File: src/rtl/task_join_ctrl.sv
// task_join_ctrl: join controller for a bank of parallel worker engines.
// Launches a set of workers, tracks their done pulses and resolves the
// join (all / any / none) with an optional timeout. Any tracked workers
// still outstanding are killed before a completion record is returned.
// Workers launched in join-none mode stay detached: they are visible in
// 'running' until they finish or are aborted, but are never reported.

module task_join_ctrl #(
    parameter int N_WORK = 3,
    parameter int TMO_W  = 16
) (
    input  logic              clk,
    input  logic              rst_n,
    input  logic              cmd_valid,
    output logic              cmd_ready,
    input  logic [N_WORK-1:0] cmd_mask,
    input  logic [1:0]        cmd_mode,
    input  logic [TMO_W-1:0]  cmd_tmo,
    input  logic              abort,
    output logic [N_WORK-1:0] work_start,
    input  logic [N_WORK-1:0] work_done,
    output logic [N_WORK-1:0] work_kill,
    output logic [N_WORK-1:0] running,
    output logic              busy,
    output logic              rsp_valid,
    input  logic              rsp_ready,
    output logic [N_WORK-1:0] rsp_finished,
    output logic [N_WORK-1:0] rsp_killed,
    output logic              rsp_timeout,
    output logic              rsp_err
);

    typedef enum logic [2:0] {
        ST_IDLE,
        ST_LAUNCH,
        ST_WAIT,
        ST_KILL,
        ST_RESP
    } state_t;

    // Encoding 11 is reserved and behaves as join-all.
    typedef enum logic [1:0] {
        MODE_ALL  = 2'b00,
        MODE_ANY  = 2'b01,
        MODE_NONE = 2'b10,
        MODE_RSVD = 2'b11
    } mode_t;

    state_t             state;
    mode_t              mode_q;
    logic [N_WORK-1:0]  mask_q;
    logic               tmo_en_q;
    logic [TMO_W-1:0]   cnt_q;

    logic [N_WORK-1:0]  done_live;
    logic [N_WORK-1:0]  run_left;
    logic [N_WORK-1:0]  fin_next;
    logic [N_WORK-1:0]  survivors;
    logic               tracked;
    logic               join_met;
    logic               tmo_hit;

    // Per-cycle view of running/finished after this cycle's done pulses.
    always_comb begin
        // NOTE: every signal written here is assigned on every path (join_met
        // in both branches), so no latch can be inferred.
        done_live = work_done & running;
        run_left  = running & ~work_done;
        fin_next  = rsp_finished | (done_live & mask_q);
        survivors = mask_q & run_left;
        tracked   = (mode_q != MODE_NONE) && (mask_q != '0);
        if (mode_q == MODE_ANY) begin
            join_met = (fin_next != '0);
        end else begin
            join_met = (fin_next == mask_q);
        end
        // The counter holds tmo in the first WAIT cycle, so it reads 1 on
        // the tmo-th WAIT cycle.
        tmo_hit = tmo_en_q && (cnt_q == TMO_W'(1));
    end

    // Join FSM with registered strobes, running set and response record.
    always_ff @(posedge clk or negedge rst_n) begin
        if (!rst_n) begin
            // NOTE: sequential state uses non-blocking assignments so every
            // register samples the pre-edge values of the others.
            state        <= ST_IDLE;
            mode_q       <= MODE_ALL;
            mask_q       <= '0;
            tmo_en_q     <= 1'b0;
            cnt_q        <= '0;
            cmd_ready    <= 1'b1;
            busy         <= 1'b0;
            work_start   <= '0;
            work_kill    <= '0;
            running      <= '0;
            rsp_valid    <= 1'b0;
            rsp_finished <= '0;
            rsp_killed   <= '0;
            rsp_timeout  <= 1'b0;
            rsp_err      <= 1'b0;
        end else begin
            // Strobes are single-cycle; a done on a running bit always
            // retires it, detached or tracked.
            work_start <= '0;
            work_kill  <= '0;
            running    <= run_left;

            // Abort kills whatever is still running after this cycle's
            // dones; a worker that finished in the same cycle is spared.
            if (abort) begin
                work_kill <= run_left;
                running   <= '0;
            end

            case (state)
                ST_IDLE: begin
                    if (cmd_valid) begin
                        mask_q       <= cmd_mask;
                        mode_q       <= mode_t'(cmd_mode);
                        tmo_en_q     <= (cmd_tmo != '0);
                        // Loaded here; LAUNCH leaves it untouched, so the
                        // first WAIT cycle sees the full tmo value.
                        cnt_q        <= cmd_tmo;
                        cmd_ready    <= 1'b0;
                        busy         <= 1'b1;
                        rsp_finished <= '0;
                        rsp_killed   <= '0;
                        rsp_timeout  <= 1'b0;
                        if ((cmd_mask & running) != '0) begin
                            // Overlap with live workers: refuse the launch.
                            rsp_err   <= 1'b1;
                            rsp_valid <= 1'b1;
                            state     <= ST_RESP;
                        end else begin
                            rsp_err    <= 1'b0;
                            work_start <= cmd_mask;
                            state      <= ST_LAUNCH;
                        end
                    end
                end

                ST_LAUNCH: begin
                    // Launched bits only join 'running' at the end of this
                    // cycle, so a done coinciding with the start is ignored.
                    if (abort) begin
                        work_kill <= run_left | mask_q;
                        if (tracked) begin
                            rsp_killed <= mask_q;
                        end
                        rsp_valid <= 1'b1;
                        state     <= ST_RESP;
                    end else begin
                        running <= run_left | mask_q;
                        if (tracked) begin
                            state <= ST_WAIT;
                        end else begin
                            rsp_valid <= 1'b1;
                            state     <= ST_RESP;
                        end
                    end
                end

                ST_WAIT: begin
                    rsp_finished <= fin_next;
                    if (abort) begin
                        rsp_killed <= survivors;
                        rsp_valid  <= 1'b1;
                        state      <= ST_RESP;
                    end else if (join_met || tmo_hit) begin
                        // Dones in the expiry cycle count first; the timeout
                        // flag is only raised if the join is still unmet.
                        if (survivors != '0) begin
                            work_kill   <= survivors;
                            rsp_killed  <= survivors;
                            running     <= run_left & ~mask_q;
                            rsp_timeout <= !join_met;
                            state       <= ST_KILL;
                        end else begin
                            rsp_valid <= 1'b1;
                            state     <= ST_RESP;
                        end
                    end else if (tmo_en_q) begin
                        cnt_q <= cnt_q - TMO_W'(1);
                    end
                end

                ST_KILL: begin
                    // Kill strobe is on the wire this cycle; report next.
                    rsp_valid <= 1'b1;
                    state     <= ST_RESP;
                end

                ST_RESP: begin
                    if (rsp_ready) begin
                        rsp_valid <= 1'b0;
                        cmd_ready <= 1'b1;
                        busy      <= 1'b0;
                        state     <= ST_IDLE;
                    end
                end

                default: begin
                    state     <= ST_IDLE;
                    cmd_ready <= 1'b1;
                    busy      <= 1'b0;
                    rsp_valid <= 1'b0;
                end
            endcase
        end
    end

endmodule
File: config.mk
export PLATFORM = sky130hd
export DESIGN_NAME = task_join_ctrl
export DESIGN_NICKNAME = d
export VERILOG_FILES = /design/src/rtl/task_join_ctrl.sv
export SDC_FILE = /design/constraint.sdc
export NUM_CORES = 1
export LEC_CHECK = 0
export ABC_AREA = 1
export CORE_AREA = 2 2 76 78
export DETAILED_ROUTE_END_ITERATION = 7
export DIE_AREA = 0 0 78 80
export PLACE_DENSITY_LB_ADDON = 0.3
export SETUP_SLACK_MARGIN = 0.2
export SYNTH_ARGS = -nofsm -noshare
export SYNTH_HDL_FRONTEND = slang
export SYNTH_SLANG_ARGS = --single-unit
File: constraint.sdc
create_clock -name clk -period 2.4 [get_ports clk]
set_input_delay 0.48 -clock clk [delete_from_list [all_inputs] [get_ports clk]]
set_output_delay 0.48 -clock clk [all_outputs]
set_load 0.01 [all_outputs]
Word-level counts from Yosys, hierarchy flattened
Cells that the tools add are included.
- register bits after elaboration: 45
- input port bits: 29
- output and inout bits: 20
- word-level logic and storage cells: 127
- add/sub/neg operators: 1
- equality and inequality tests: 22
- multiplexer cells: 57
- bitwise operators: 11
- reduce and logical (&&, ||, !) cells: 21
- operators with widths (kind ; count):
    two-way mux 3 bit ; 27
    two-way mux 16 bit ; 4
    case mux 16 bit (2 select lines) ; 1
    inequality test 2 bit, second input constant ; 11
    bitwise AND 3 bit ; 6
    case mux 3 bit (2 select lines) ; 3
    equality test 16 x 1 -> 1 bit, second input constant ; 1
    two-way mux 1 bit ; 16
    nonzero test 16 bit ; 1
    subtractor 16 x 1 -> 16 bit, second input constant ; 1
    case mux 3 bit (5 select lines) ; 1
    nonzero test 3 bit ; 5
    inequality test 3 bit, second input constant ; 4
    AND reduction 6 bit ; 2
    AND reduction 5 bit ; 2
    case mux 3 bit (3 select lines) ; 1
    equality test 3 x 2 -> 1 bit, second input constant ; 2
    inverter 3 bit ; 2
    bitwise OR 3 bit ; 2
    case mux 1 bit (3 select lines) ; 2
    AND reduction 3 bit ; 2
    case mux 1 bit (5 select lines) ; 1
    AND reduction 2 bit ; 2
    equality test 3 x 1 -> 1 bit, second input constant ; 1
    other kinds (11) ; 12

Logic depth before layout (Yosys ltp)
Gate-level depths: netlist of run 1.
- depth in word-level cells: 10
- gate-level depth with buffers: 12
- mapped depth without buffers: 11

Worst setup path after synthesis of run 1
Ideal clock, no wire load.
- path type: register to register
- start: register mask_q[2]
- end: register cnt_q[8]
- setup time: 0.117 ns
- data arrival time: 1.356 ns
- required time: 2.283 ns
- path slack: 0.928 ns
- cell stages (with the launch flop): 13
- path buffers: 2
- period minus slack after synthesis: 1.472 ns
- cell sequence: dfrtp_1 -> buf_6 -> nand3_2 -> nand2_1 -> nor2_1 -> nand2_1 -> nand2_2 -> nand3_4 -> nand2_4 -> nand3_4 -> buf_6 -> nand2_1 -> nand2_1
- longest elaborated chain between the ends: 7
- elaborated cells on any way between the ends: 8
- classes of those cells: eq/ne: 2; mux: 1; bitwise: 2; reduce/logical: 3
- ends and longest elaborated chain (what ; RTL line ; source):
    start, declared ; 51 ; logic [N_WORK-1:0] mask_q;
    start signal, assigned ; 119 ; mask_q <= cmd_mask;
    bitwise AND 3 bit ; 69 ; fin_next = rsp_finished | (done_live & mask_q);
    bitwise OR 3 bit ; 69 ;
    equality test 3 bit or nonzero test 3 bit (tied branches) ; 75, 73 ;
    two-way mux 1 bit (*) ; 72 ; if (mode_q == MODE_ANY) begin
    logical OR 1 bit (*) ; 170 ; end else if (join_met || tmo_hit) begin
    inequality test 2 bit (no source line) (*) ; - ;
    AND reduction 5 bit (no source line) (*) ; - ;
    end signal, assigned ; 124 ; cnt_q <= cmd_tmo;
    end signal, assigned ; 184 ; cnt_q <= cnt_q - TMO_W'(1);
    end, declared ; 53 ; logic [TMO_W-1:0] cnt_q;
Mark *: on every way between the ends. The rest lies on a longest branch, timed or not.
A chain may end at the register's enable or synchronous reset.

Worst setup path after layout of run 1
- start: register state[0]
- end: register cnt_q[6]
- longest elaborated chain between the ends: 3
- elaborated cells on any way between the ends: 9
- classes of those cells: eq/ne: 5; mux: 1; reduce/logical: 3
- ends and longest elaborated chain (what ; RTL line ; source):
    start, declared ; 49 ; state_t state;
    start signal, assigned ; 87 ; state <= ST_IDLE;
    start signal, assigned ; 134 ; state <= ST_RESP;
    start signal, assigned ; 138 ; state <= ST_LAUNCH;
    equality test 3 x 2 -> 1 bit or zero test 3 bit (tied branches) ; 116 ; case (state)
    inequality test 2 bit (no source line) or nonzero test 2 bit (tied branches) ; - ;
    AND reduction 5 bit (no source line) ; - ;
Several ways; a longest one is shown, not always the timed one.

==> results.md, run 1 <==
- The number of cells upsized or downsized after cts is 0.
- The internal portion of the total power is between 2000 and 2500 µW.
- The initial utilization of the core area, before any placement, comes to 53.0%.
- STA classifies the critical path endpoint as a register.
- In this run the count of I/O pins placed on the die edge is a little under 50.
- Net switching is between 40% and 50% of the power.
- The top cell type's share of synthesized area is about two fifths.
- The die is 80 µm tall.
- The number of detailed-route iterations in the first pass is 5.
- The library cell used as clock root buffer is sky130_fd_sc_hd__clkbuf_8.
- The maximum vdd ir drop is approximately 0.48 mV.
- After floorplanning, the core was divided into 27 placement rows.
- The core region is around 5400 µm².
- Data on the critical path is required at its endpoint by about 2.6 ns.
- The net switching power figure is approximately 1700 µW.
- The number of inserted diodes is 0.
- The warning count from the yosys run is 0.
- The combinational power share is approximately 48%.
- For this design, the CTS-stage hold fixing added 0 buffers.
- Across the run, the number of max-cap violations was 0.
- The clock-pin slew of the registers on the worst-case setup and hold paths is ~0.10 ns.
- The count of distinct cell types in the synthesized netlist is 39.
- The library cell with the largest summed area after synthesis is sky130_fd_sc_hd__dfrtp_1.
- Once placement completed, the tool counted placed cells totaling ~530.
- The leakage component of the power is approximately 0.0017 µW.
- The post-route antenna net violation count is 0.
- After layout, the minimum clock period comes to 1.91 ns.
- Counting along the longest clock path gives a buffer depth of 2.
- For the pin with the worst max-slew slack, the measured transition is a little under 0.5 ns.
- After the flow finishes, the layout carries non-filler instances totaling about 540.
- The synthesized net count is 448.
- The fill cell total of the finished layout is about 480.
- The area growth from synthesis to layout is 22.6%.
- Measured against its own limit, the worst slew margin works out to 67.9%.
- For this run, the top clock speed supported by timing is between 500 and 600 MHz.
- The worst-case clock skew is 0.0171 ns.
- Hold timing on the final database bottoms out at a slack of roughly 0.13 ns.
- The initial antenna violation count is 0.
- Summing all placed instances gives a cell area of between 3000 and 4000 µm².
- Along the worst path, the maximum fanout reaches 23.
- The type of the worst setup path is reg2reg.
- The via count of the first global-routing pass is between 2000 and 3000.
- The number of clock sinks seen by CTS is between 40 and 50.
- The die is a little under 80 µm wide.
- The number of cells on the worst reg-to-reg path is 7.
- The final number of hold-violating endpoints came to 0.
- The number of buffers inserted during clock tree synthesis is 5.
- Sequential cells were found to cover around two fifths of the synthesized design area.
- The part of the total power dissipated in the clock network is between 15 and 20%.
- Setup total negative slack on the finished layout was measured at 0 ns.
- The min-delay analysis places its worst path in the category in2async.
- The final route contains ~2800 vias.
- Summed over all layers, the routed wires come to 7070 µm.
- The source-to-sink clock delay at the later pin of the worst-skew pair is between 0.3 and 0.4 ns.
- The portion of total power attributed to sequential cells is roughly 36%.
- The flip-flop and latch count after synthesis is 45.
- Setup repair after global routing left no endpoint under its margin.
- For this run the aggregate overflow at the end of global routing stands at 0.
- At the worst endpoint, the arrival time is about 2.1 ns.
- For this run, the total global-route usage over all layers was measured as roughly a quarter.
- The max-slew violation count is 0.
- After clock tree synthesis, the setup repair step added 0 buffers.
- The first-pass GRT wire length is about 12000 µm.
- The worst register-to-register path has a setup slack of approximately 0.5 ns.
- Setup violations remaining at the end of the flow were counted as 0.
- The worst reg2reg path startpoint is state[0].
- The clock tree from TritonCTS is done.
- Following the worst setup path forward leads to its endpoint at cnt_q[6].
- After synthesis, the cell types taking the most area are sky130_fd_sc_hd__dfrtp_1 38%, sky130_fd_sc_hd__nand2_1 20%, sky130_fd_sc_hd__nand3_1 7.5%.
- The share of the clock period used by the worst path is 79.7%.
- The first-iteration detailed-routing DRC count is 292.
- The synthesized instance count is roughly 420.
- Cells with a size suffix above 1 make up 8.78% of the layout.
- In the final routed layout, each cell accounts on average for roughly 13 µm.
- Power spread over the standard cell area amounts to between 1000 and 1500 nW/µm².
- The number of buffers added on ports is 48.
- The number of vias per cell after detailed routing is approximately 5.3.
- The netlist area before placement is around 2900 µm².
- The final non-filler cell area is around 3500 µm².
- The final net count is 497.
- The floorplan step defined a die boundary enclosing about 6200 µm².
- The capturing point of the worst reg2reg path is cnt_q[6].
- The maximum number of pins on one net before global-route repair is 46.
- In this run the worst setup path begins at state[0].
- The HPWL after detailed placement is slightly above 5000 µm.
- The DRC violation count after routing is 0.
- The worst setup path is launched from a register.
- The average instance area after synthesis is 6.87 µm².
- The post-route core utilization is 65.0%.
- The number of H-tree levels is 2.
- The flow ran to the end, and the final reports show no timing, DRC or antenna violations.
- At the end of routability-driven placement, the weighted congestion stood at just over 0.9.
==> how the worst min path moves through the flow <==
stage	endpoint	start	cells past startpoint
after global placement	rsp_valid	rsp_valid	2
after CTS	rsp_err	rst_n	2
after global routing	rsp_err	rst_n	2
after detailed placement	rsp_valid	rsp_valid	2
final	running[1]	rst_n	2
after floorplan	busy	rst_n	0
==> kinds of logic (layout without fill, tap and decap cells) <==
| kind of cell | after synthesis | count (layout) | synth area share [%] |
|---|---|---|---|
| AO/OA/AOI/OAI | 48 | 48 | 9.48 |
| AND/OR/NAND/NOR | 274 | 274 | 42.5 |
| XOR/XNOR | 2 | 2 | 0.612 |
| buffers and inverters | 46 | 96 | 7.16 |
| flip-flops | 45 | 45 | 39.4 |
| adder cells (fa/ha/maj) | 2 | 2 | 0.874 |
==> power by group through the flow <==
stage / logic (µW) / clock network (µW) / registers (µW)
6_report: 1810 / 587 / 1360
5_1_grt: 2090 / 623 / 1410
4_1_cts: 1810 / 587 / 1350
3_5_place_dp: 1790 / 0 / 1360
3_3_place_gp: 1750 / 0 / 1350
2_1_floorplan: 1280 / 0 / 1320
==> metrics by stage <==
stage | total power [µW] | worst slack (ns)
global placement | 3110 | 0.326
CTS | 3740 | 0.502
detailed placement | 3150 | 0.317
finish | 3760 | 0.487
floorplan | 2600 | 0.928
global route | 4120 | 0.359
==> synthesized netlist by cell type (all sizes together) <==
cell and number:
nand2 159, clkinv 1, a22oi 2, a21oi 9, nand4 4, ha 2
or2 2, nor3 3, xor2 1, inv 35, o21ai 28, dfstp 1
buf 8, a21o 2, xnor2 1, a21boi 1, nor4 4, o22ai 1
o21a 3, nand3 48, nor2 51, o211ai 1, a2bb2oi 1, clkbuf 2
nand3b 3, dfrtp 44
==> layer usage <==
metal	vias up	share of wire [%]	routed length, µm	track usage, %
met5	-	0	0	0
met4	0	1.7	119	6.49
met1	1293	47	3320	37.2
met2	93	45	3200	38.9
li1	1447	-	-	-
met3	16	6.1	433	3.17
==> critical path: stages, from the launching register on <==
cell and delay, ns:
sky130_fd_sc_hd__dfrtp_1 0.42, sky130_fd_sc_hd__nor2_2 0.18, sky130_fd_sc_hd__nand2_1 0.22, sky130_fd_sc_hd__buf_4 0.25, sky130_fd_sc_hd__inv_4 0.23, sky130_fd_sc_hd__nand2_2 0.28, sky130_fd_sc_hd__nand3_1 0.14, sky130_fd_sc_hd__nand2_1 0.06
==> state kept, by name, summed over array words and instances (netlist names), 2 cells and up <==
| name | cells |
|---|---|
| mask_q | 3 |
| rsp_killed | 3 |
| work_start | 3 |
| running | 3 |
| work_kill | 3 |
| rsp_finished | 3 |
| state | 3 |
| cnt_q | 16 |
| mode_q | 2 |
==> layout make-up <==
class	instances	area [µm²]	share of cell area, %
Clock buffer	6	72.6	2.07
Clock inverter	2	35.0	0.998
Inverter	36	138	3.92
Multi-Input combinational cell	326	1530	43.6
Sequential cell	45	1130	32.1
Tap cell	72	90.1	2.57
Timing Repair Buffer	52	518	14.7
==> cells in the final DEF, fill, tap and decap left out, types with 4 or more instances in the layout <==
cell type                         synthesis  routed
sky130_fd_sc_hd__nand2_1                154     154
sky130_fd_sc_hd__clkdlybuf4s50_1          0      47
sky130_fd_sc_hd__dfrtp_1                 44      44
sky130_fd_sc_hd__nor2_1                  43      43
sky130_fd_sc_hd__nand3_1                 43      43
sky130_fd_sc_hd__inv_1                   29      29
sky130_fd_sc_hd__o21ai_0                 21      21
sky130_fd_sc_hd__a21oi_1                  9       9
sky130_fd_sc_hd__nor2_2                   7       7
sky130_fd_sc_hd__o21ai_1                  6       6
sky130_fd_sc_hd__inv_2                    5       5
sky130_fd_sc_hd__clkbuf_8                 0       5
sky130_fd_sc_hd__nand2_2                  4       4
sky130_fd_sc_hd__nor4_1                   4       4
No activity file was read; power rests on OpenSTA's default activity.
==> run 2, diff against run 1 <==
CORE_AREA = 2 2 77 79   (was 2 2 76 78)
DIE_AREA = 0 0 79 81   (was 0 0 78 80)
clock period = 1.85 ns   (was 2.4 ns; I/O delays follow)
==> run 2 against run 1 <==
Net effect: clock power is 33% higher; via count grew 4.7%; maximum frequency grew 14%; clock-buffer cell count is 1 higher; core utilization increased by 3.5 points; worst hold slack worse by 0.13 ns; design area up 11%.
==> results.md, run 2 (synthesized netlist as in run 1, its figures left out) <==
- The max-slew violation count is 0 (unchanged).
- The worst hold-check path type is in2async.
- The worst-case clock skew is 0.00883 ns (-0.00824 ns).
- The top cell types in the final layout, fill and taps aside, are 148 x sky130_fd_sc_hd__nand2_1, 42 x sky130_fd_sc_hd__clkdlybuf4s50_1, 39 x sky130_fd_sc_hd__dfrtp_1.
- The type of element capturing the critical path is a register.
- The number of flip-flops under the largest register name was 16 (unchanged).
- The total of endpoints with negative setup slack in the final report is 0 (unchanged).
- The via count of the first global-routing pass came to 2718 (+3.2%).
- The maximum vdd ir drop is 0.721 mV (+51%).
- The highest net fanout along the worst path was 8 (-65%).
- The number of H-tree levels was 2 (unchanged).
- The count of pins on the block boundary is 49 (unchanged).
- The commonest non-fill, non-tap cell in the layout is sky130_fd_sc_hd__nand2_1.
- The number of buffers added on ports is 48 (unchanged).
- The aggregate routed wire length is 7600 µm (+7.4%).
- The critical path is of the reg2reg type.
- The average detailed-routed wire length per instance is 13.3 µm (+1.3%).
- Setup repair after global routing could not meet its margin everywhere.
- The initial antenna violation count is 0 (unchanged).
- The number of standard-cell rows in the floorplan came to 28 (+3.7%).
- The number of buffers inserted during clock tree synthesis is 5 (unchanged).
- The critical path data arrival time was 1.90 ns (-0.21 ns).
- In this run the clock root is driven by a sky130_fd_sc_hd__clkbuf_8.
- The first-iteration detailed-routing DRC count is 183 (-37%).
- The starting utilization of the core area came to 50.5% (-2.5 points).
- The die extent in y was 81 µm (+1.3%).
- The first-pass GRT wire length is 12200 µm (-2.0%).
- The delay of the slowest critical-path stage is 0.39 ns (-0.03 ns).
- The maximum number of pins on one net before global-route repair came to 28 (-39%).
- The slew of the pin with the lowest slew margin is 0.443 ns (-0.0385 ns).
- The time the worst path needs with I/O delays and setup was 1.67 ns (-0.241 ns).
- The area growth from synthesis to layout is 35.6%.
- TritonCTS built the clock tree.
- The final net count is 526 (+5.8%).
- The flow ran to the end, and the final reports show no timing, DRC or antenna violations.
- The category of the worst setup path launch point is a register.
- The required time of the worst setup path came to 2.08 ns (-0.51 ns).
- The overall die width is 79 µm (+1.3%).
- The worst hold slack across all endpoints came to 0.000252 ns (-0.131 ns).
- The number of max-cap violations is 0 (unchanged).
- The HPWL after detailed placement came to 5520 µm (+6.4%).
- The routed metal-1 wire length was 3140 µm (-5.6%).
- The vias after detailed routing is 2983 (+4.7%).
- The leakage component of the power is 0.00197 µW (+13%).
- The fmax was 598 MHz (+14%).
- The worst slew slack as a fraction of its limit is 70.5% (+2.6 points).
- The cell with the most instances on the worst path is sky130_fd_sc_hd__nand2_1.
- The DRC violation count after routing is 0 (unchanged).
- The number of hold buffers added after CTS is 0 (unchanged).
- The clock-pin slew of the registers on the worst-case setup and hold paths is 0.09 ns (about the same).
- The top layer used by detailed routing is met4.
- The number of clock sinks seen by CTS is 45 (unchanged).
- The detailed route wirelength on metal3 is 420 µm (-3.0%).
- The post-route antenna net violation count is 0 (unchanged).
- The post-layout total power is 5290 µW (+41%).
- The fraction of final layout cells with drive strength greater than 1 came to 19.4% (+11 points).
- The power density relative to cell area came to 1360 nW/µm² (+27%).
- The floorplan die area was 6400 µm² (+2.5%).
- The register with the highest flop count is cnt_q.
- The routability-driven placement congestion ratio is 0.946 (+2.0%).
- The number of vias per cell after detailed routing is 5.22 (-1.2%).
- The remaining global-route overflow came to 0 (unchanged).
- The source-to-sink clock delay at the later pin of the worst-skew pair is 0.30 ns (about the same).
- The largest buffer count on any clock path came to 2 (unchanged).
- The overall track demand over capacity in global routing is 24.2% (-0.85 points).
- The number of inserted diodes is 0 (unchanged).
- The number of detailed-route iterations in the first pass is 4 (-1).
- The area of the core region is 5680 µm² (+5.0%).
- The met2 routed wirelength is 3880 µm (+21%).
- The critical path goes through buf_4 > nand3_1 > nand2_1 > nor2_2 > nand2_1 > nand2_2 > nand4_1 > nand2_4 > nand3_2 > nand2_1.
- For this design, the slowest cell found on the critical path is sky130_fd_sc_hd__dfrtp_1.
- The share of the clock period used by the worst path is 90.4% (+11 points).
- The final number of hold-violating endpoints is 0 (unchanged).
run 2: power by group:
group	internal, µW	switching (µW)	total [µW]
Combinational	1130	1600	2720
Clock	441	340	781
Sequential	1380	410	1790
Total	2950	2350	5290
run 2: metal layers:
layer | GRT usage, % | vias up
met2 | 44.9 | 99
li1 | - | 1511
met3 | 4.11 | 16
met5 | 0 | -
met4 | 7.59 | 0
met1 | 28.6 | 1357
run 2: worst max-delay path, delay by kind of cell, from the launching register on:
family / cells / cell delay, ns
buf+inv: 1 / 0.15
simple gates: 9 / 1.07
flops: 1 / 0.39
run 2: timing repair:
action,4_1_cts,5_1_grt
endpoints found under the hold margin,0,0
setup buffers,2,2
pin swaps,0,8
endpoints found under the setup margin,19,31
resized for setup,3,40
gates cloned,0,2
run 2: layout make-up:
cell class                 instances  area (µm²)
multi-input combinational        328        1670
clock inverter                     1        30.0
clock buffer                       7        86.3
fill                             508        1790
timing repair buffer              79         733
inverter                          36         140
tap                               75        93.8
sequential                        45        1130
run 2: path summary, 6_finish.rpt:
path	startpoint	endpoint	slack, ns	depth (start not counted)
setup / recovery	running[0]	cnt_q[7]	0.18	10
hold reg to reg	rsp_killed[2]	rsp_killed[2]	0.49	2
max in group asynchronous	rst_n	cmd_ready	1.27	2
setup reg to reg	running[0]	cnt_q[7]	0.18	10
min in group clk	rsp_killed[2]	rsp_killed[2]	0.49	2
hold / removal	rst_n	work_start[0]	0.0003	1
run 2: metrics by stage:
step / instances / setup TNS (ns) / util [%] / cell area [µm²] / worst slack (ns)
after detailed placement: 557 / -1.91 / 63.1 / 3580 / -0.130
after global placement: 557 / -1.41 / 63.1 / 3580 / -0.0909
after CTS: 567 / 0 / 65.6 / 3720 / 0.171
after global routing: 571 / 0 / 68.5 / 3880 / 0.0769
final: 571 / 0 / 68.5 / 3880 / 0.177
after floorplan: 417 / 0 / - / 2860 / 0.378
